==> src/rtl/sub_pkg.sv <==
// sub_pkg: shared FSM states and digit-count helpers for the digit-serial subtractor
package sub_pkg;
  typedef enum logic [1:0] {IDLE, BUSY, DONE} state_t;
  function automatic int nd(input int w, input int d);
    return (d > 0) ? w / d : 1;
  endfunction
  function automatic int cnt_w(input int w, input int d);
    return (nd(w, d) > 1) ? $clog2(nd(w, d)) : 1;
  endfunction
endpackage

==> src/rtl/full_sub.sv <==
// full_sub: one-bit full subtractor cell
module full_sub (
  input  logic a,
  input  logic b,
  input  logic bi,
  output logic d,
  output logic bo
);
  assign d  = a ^ b ^ bi;
  assign bo = (~a & b) | (~(a ^ b) & bi);
endmodule

==> src/rtl/sub_slice.sv <==
// sub_slice: DIGIT-bit ripple-borrow subtractor built from full_sub cells
module sub_slice #(
  parameter int DIGIT = 8
) (
  input  logic [DIGIT-1:0] a,
  input  logic [DIGIT-1:0] b,
  input  logic             bi,
  output logic [DIGIT-1:0] y,
  output logic             bo,
  output logic             b_msb_in
);
  logic [DIGIT:0] br;
  assign br[0]    = bi;
  assign bo       = br[DIGIT];
  assign b_msb_in = br[DIGIT-1];
  for (genvar i = 0; i < DIGIT; i++) begin : g_cell
    full_sub u_fs (.a(a[i]), .b(b[i]), .bi(br[i]), .d(y[i]), .bo(br[i+1]));
  end
endmodule

==> src/rtl/multicycle_sub.sv <==
// multicycle_sub: digit-serial a - b - bin with valid/ready handshakes and zero/overflow flags
module multicycle_sub
  import sub_pkg::*;
#(
  parameter int WIDTH = 32,
  parameter int DIGIT = 8
) (
  input  logic             clk,
  input  logic             rst,
  input  logic             in_valid,
  output logic             in_ready,
  input  logic [WIDTH-1:0] a,
  input  logic [WIDTH-1:0] b,
  input  logic             bin,
  output logic             out_valid,
  input  logic             out_ready,
  output logic [WIDTH-1:0] y,
  output logic             bout,
  output logic             zero,
  output logic             ovf
);
  localparam int NDIG = nd(WIDTH, DIGIT);
  localparam int CW   = cnt_w(WIDTH, DIGIT);
  if (DIGIT < 1 || DIGIT > WIDTH || WIDTH % DIGIT != 0) begin : g_bad_digit
    $error("multicycle_sub: DIGIT must be in 1..WIDTH and divide WIDTH");
  end
  state_t          state_q, state_d;
  logic [CW-1:0]    cnt_q, cnt_d;
  logic [WIDTH-1:0] a_q, a_d, b_q, b_d, y_q, y_d;
  logic             brw_q, brw_d, bout_q, bout_d, zero_q, zero_d, ovf_q, ovf_d;
  logic [DIGIT-1:0] s_y;
  logic             s_bo, s_bm, accept, last;
  assign in_ready  = (state_q == IDLE) || (state_q == DONE && out_ready);
  assign out_valid = (state_q == DONE);
  assign accept    = in_valid && in_ready;
  assign last      = (cnt_q == CW'(NDIG - 1));
  assign y    = y_q;
  assign bout = bout_q;
  assign zero = zero_q;
  assign ovf  = ovf_q;
  sub_slice #(.DIGIT(DIGIT)) u_slice (
    .a(a_q[cnt_q*DIGIT +: DIGIT]),
    .b(b_q[cnt_q*DIGIT +: DIGIT]),
    .bi(brw_q),
    .y(s_y),
    .bo(s_bo),
    .b_msb_in(s_bm)
  );
  // next state: write one digit per BUSY cycle, flags on the last digit, capture on acceptance
  always_comb begin
    state_d = state_q;
    cnt_d   = cnt_q;
    a_d     = a_q;
    b_d     = b_q;
    brw_d   = brw_q;
    y_d     = y_q;
    bout_d  = bout_q;
    zero_d  = zero_q;
    ovf_d   = ovf_q;
    if (state_q == BUSY) begin
      y_d[cnt_q*DIGIT +: DIGIT] = s_y;
      brw_d = s_bo;
      cnt_d = cnt_q + CW'(1);
      if (last) begin
        state_d = DONE;
        cnt_d   = '0;
        bout_d  = s_bo;
        ovf_d   = s_bm ^ s_bo;
        zero_d  = ~|y_d;
      end
    end else if (state_q == DONE && out_ready) begin
      state_d = IDLE;
    end
    if (accept) begin
      state_d = BUSY;
      cnt_d   = '0;
      a_d     = a;
      b_d     = b;
      brw_d   = bin;
      y_d     = '0;
      bout_d  = 1'b0;
      zero_d  = 1'b0;
      ovf_d   = 1'b0;
    end
  end
  // state and datapath registers
  always_ff @(posedge clk or posedge rst) begin
    if (rst) begin
      state_q <= IDLE;
      cnt_q   <= '0;
      a_q     <= '0;
      b_q     <= '0;
      brw_q   <= 1'b0;
      y_q     <= '0;
      bout_q  <= 1'b0;
      zero_q  <= 1'b0;
      ovf_q   <= 1'b0;
    end else begin
      state_q <= state_d;
      cnt_q   <= cnt_d;
      a_q     <= a_d;
      b_q     <= b_d;
      brw_q   <= brw_d;
      y_q     <= y_d;
      bout_q  <= bout_d;
      zero_q  <= zero_d;
      ovf_q   <= ovf_d;
    end
  end
endmodule

==> config.mk <==
export PLATFORM = sky130hd
export DESIGN_NAME = multicycle_sub
export DESIGN_NICKNAME = d
export VERILOG_FILES = /design/src/rtl/sub_pkg.sv /design/src/rtl/full_sub.sv /design/src/rtl/sub_slice.sv /design/src/rtl/multicycle_sub.sv
export SDC_FILE = /design/constraint.sdc
export NUM_CORES = 1
export LEC_CHECK = 0
export CORE_MARGIN = 5
export CORE_UTILIZATION = 50
export DETAILED_ROUTE_END_ITERATION = 16
export PLACE_DENSITY = 0.79
export SLEW_MARGIN = 40
export SYNTH_ARGS = -nofsm -noshare
export SYNTH_HDL_FRONTEND = slang
export SYNTH_SLANG_ARGS = --single-unit
==> constraint.sdc <==
create_clock -name clk -period 9.2 [get_ports clk]
set_input_delay 1.84 -clock clk [delete_from_list [all_inputs] [get_ports clk]]
set_output_delay 1.84 -clock clk [all_outputs]
set_load 0.02 [all_outputs]
==> out/metrics.cfg <==
[outcome]
status=finished clean

[floorplan]
start_util=0.5122
rows=36
fp.dieH_um=110.1
core_sq_mm=0.009774
die_x_um=110.1
ios=106
die_area_sq_mm=0.01211

[detailed_routing]
wl_per_cell_um=16.81
routed_wl_um=12340
drtAntennaViolNets=0
drcViolationCount=0
viasPerCell=5.354
drt_iter0_drc=234
drt_pass1_iterations=4
vias=3930

[logic_synthesis]
async_reset_ff_frac=1.000
yosys.area.top_type_share=0.5199
ys.flop_type=dfrtp_1
ys_warn_count=0
synthCells=507
synth.area.top_cells=dfrtp_1, nand2_1, mux4_2
ys_ff_latch=104
syn_area_sq_mm=0.005006
avgSynthCellArea_sq_um=9.874
synth_nets=590
ys_seq_area_frac=0.5199
synth_cell_types=47
synth_edf_count=0
yosysTopAreaCell=dfrtp_1

[placed_design]
place_congestion=0.8877
port_buffers=105
dp_hpwl_um=9031

[setup_path]
reg2reg_to=zero$_DFFE_PP0P_
critPathMaxStageDelay_ns=0.59
critPathMostFrequentCell=fa_1
worstSetupEndpointType=flip-flop
r2r_cells=14
crit_path_cell_trace=buf_4, mux4_2, fa_1, fa_1, fa_1, fa_1, fa_1, fa_1, fa_1, nor2b_1, a41oi_1, nand4_1, or4_1, o21ai_1
required_ns=9.50
path_max_fanout=34
worstPathArrival_ns=5.96
critPathSlowestCell=mux4_2
path_class=reg -> reg
r2r_slack_ns=3.54
crit-reg2reg-launch=cnt_q[0]$_DFFE_PP0P_
worst_setup_path_start_kind=flip-flop

[timing]
period_minus_slack_ns=5.660
fin_setup_tns_ns=0
rsz0062_at_grt=no
timing.fmax_mhz=176.7
worstMarginPinSlew_ns=0.7632
finalSetupViolations=0
relSlewSlack=0.4902
fin_crit_sh=0.6153
slew_violations=0
hold_viol_final=0
fin_skew_ns=0.01142

[cts]
cts.htree.levels=3
cts.sinks=104
clock_latency_ns=0.38
cts_tree=done
cts_root_buf=clkbuf_8
clkTransAtPathRegs_ns=0.10
cts_buffers=9
cts.repair.resized=0
cts_hold_buffers=0
postCtsSetupRepairBufs=0
cts_buffer_depth=2

[job]
max_cap_viol_count=0

[grt]
grt_pass1_vias=3902
grt_pass1_wl_um=19710
grt_max_degree=81
grt_usage=0.2116
antenna_found_initial=0
overflow=0

[pwr]
power_mw=2.597
p_leak_nw=2.958
peakVddDrop_mv=0.1856
power_density_mw_per_mm2=412.2

[cells_and_area]
seq_area_sq_mm=0.002604
nets=679
drive_gt1_frac=0.06656
multi_input_area_sq_mm=0.002215
n_fill_cell=828
area_growth_pct=25.84
antenna_cells=0

[hold_path]
min_path_cells=2
hold_class=reg -> reg
min_from=a_q[11]$_DFFE_PP0P_
min_to=a_q[11]$_DFFE_PP0P_

==> cells by family after synthesis <==
group / Yosys count / share of synthesized area
muxes: 17 / 0.07423
xor gates and xnor gates: 1 / 0.001750
and+or+nand+nor: 262 / 0.2207
adders and majority gates: 14 / 0.04699
AOI/OAI and AO/OA: 64 / 0.09598
buffers and inverters: 45 / 0.04049
DFF: 104 / 0.5199
==> cells in the mapped netlist, drive strengths merged, types with 2 or more instances <==
| master | number |
|---|---|
| o22ai | 9 |
| nor4 | 2 |
| and2b | 2 |
| buf | 17 |
| nand2 | 209 |
| nand3 | 3 |
| a41oi | 2 |
| a31oi | 5 |
| mux4 | 16 |
| nor2 | 13 |
| o21ai | 5 |
| nor3 | 6 |
| o31ai | 2 |
| clkbuf | 13 |
| dfrtp | 104 |
| ha | 6 |
| inv | 15 |
| nor2b | 13 |
| a22o | 26 |
| nor3b | 2 |
| a21oi | 7 |
| fa | 8 |
| or4 | 3 |
==> how the worst max path moves through the flow <==
stage,endpoint,cells after the start,start,slack [ns]
after detailed placement,zero$_DFFE_PP0P_,16,cnt_q[1]$_DFFE_PP0P_,3.36
after CTS,zero$_DFFE_PP0P_,16,cnt_q[1]$_DFFE_PP0P_,3.36
after global routing,zero$_DFFE_PP0P_,14,cnt_q[0]$_DFFE_PP0P_,3.25
final,zero$_DFFE_PP0P_,14,cnt_q[0]$_DFFE_PP0P_,3.54
after floorplan,zero$_DFFE_PP0P_,16,cnt_q[0]$_DFFE_PP0P_,3.49
after global placement,zero$_DFFE_PP0P_,16,cnt_q[1]$_DFFE_PP0P_,3.50
==> sequential cells by signal (all words and copies together) (netlist names) <==
register and cells:
state_q 2, brw_q 1, y 32, bout 1, zero 1, b_q 32
ovf 1, cnt_q 2, a_q 32
==> critical path, delay by kind of cell (launching register included) <==
family	cells	cell delay [ns]
buffers and inverters	1	0.44
adder cells (fa/ha/maj)	7	2.96
multiplexers	1	0.59
AND/OR/NAND/NOR	3	0.83
flip-flops	1	0.38
AO/OA/AOI/OAI	2	0.39
==> layout by cell type (no fill, tap or decap), types with 2 or more instances in the layout <==
master and instances:
clkbuf_8 9, a22o_1 26, a31oi_1 5, o22ai_1 9
o21ai_0 4, clkinv_2 2, or4_1 3, o31ai_1 2
buf_4 2, nor4_1 2, fa_1 8, a21oi_1 7
clkinv_4 2, dfrtp_1 103, ha_1 6, and2b_1 2
nor3_1 6, nand2_1 208, nor2b_1 13, mux4_2 16
clkdlybuf4s50_1 105, inv_1 14, nor2_1 13, a41oi_1 2
nand3_1 3
==> power by group <==
part / leakage [nW] / internal, mW / switching, mW
logic: 1.53 / 0.643 / 0.886
clock network: 0.0915 / 0.101 / 0.166
registers: 1.34 / 0.657 / 0.143
==> per-stage QoR <==
stage | hold WS, ns | area (sq um) | cells | worst slack, ns | utilization
after floorplan | 0.4403 | 5006 | 507 | 3.485 | -
after global placement | 0.4535 | 6111 | 718 | 3.497 | 0.6252
after detailed placement | 0.4595 | 6116 | 718 | 3.360 | 0.6257
after CTS | 0.4846 | 6295 | 734 | 3.361 | 0.6440
after global routing | 0.5035 | 6300 | 734 | 3.251 | 0.6445
final | 0.4799 | 6300 | 734 | 3.540 | 0.6445
==> layer usage <==
layer	vias up	global-route usage	wire, um
met3	13	0.03786	729
met4	0	0.05076	147
li1	1881	-	-
met5	-	0	0
met1	1896	0.3000	5546
met2	140	0.3414	5918
==> final cells by class <==
class                      instances  area share
multi-input combinational        358      0.3515
clock inverter                     7    0.008739
tap                              133     0.02642
clock buffer                       9     0.01966
sequential                       104      0.4133
timing repair buffer             108      0.1710
inverter                          15    0.009335
Power figures use the tool's default switching activity.
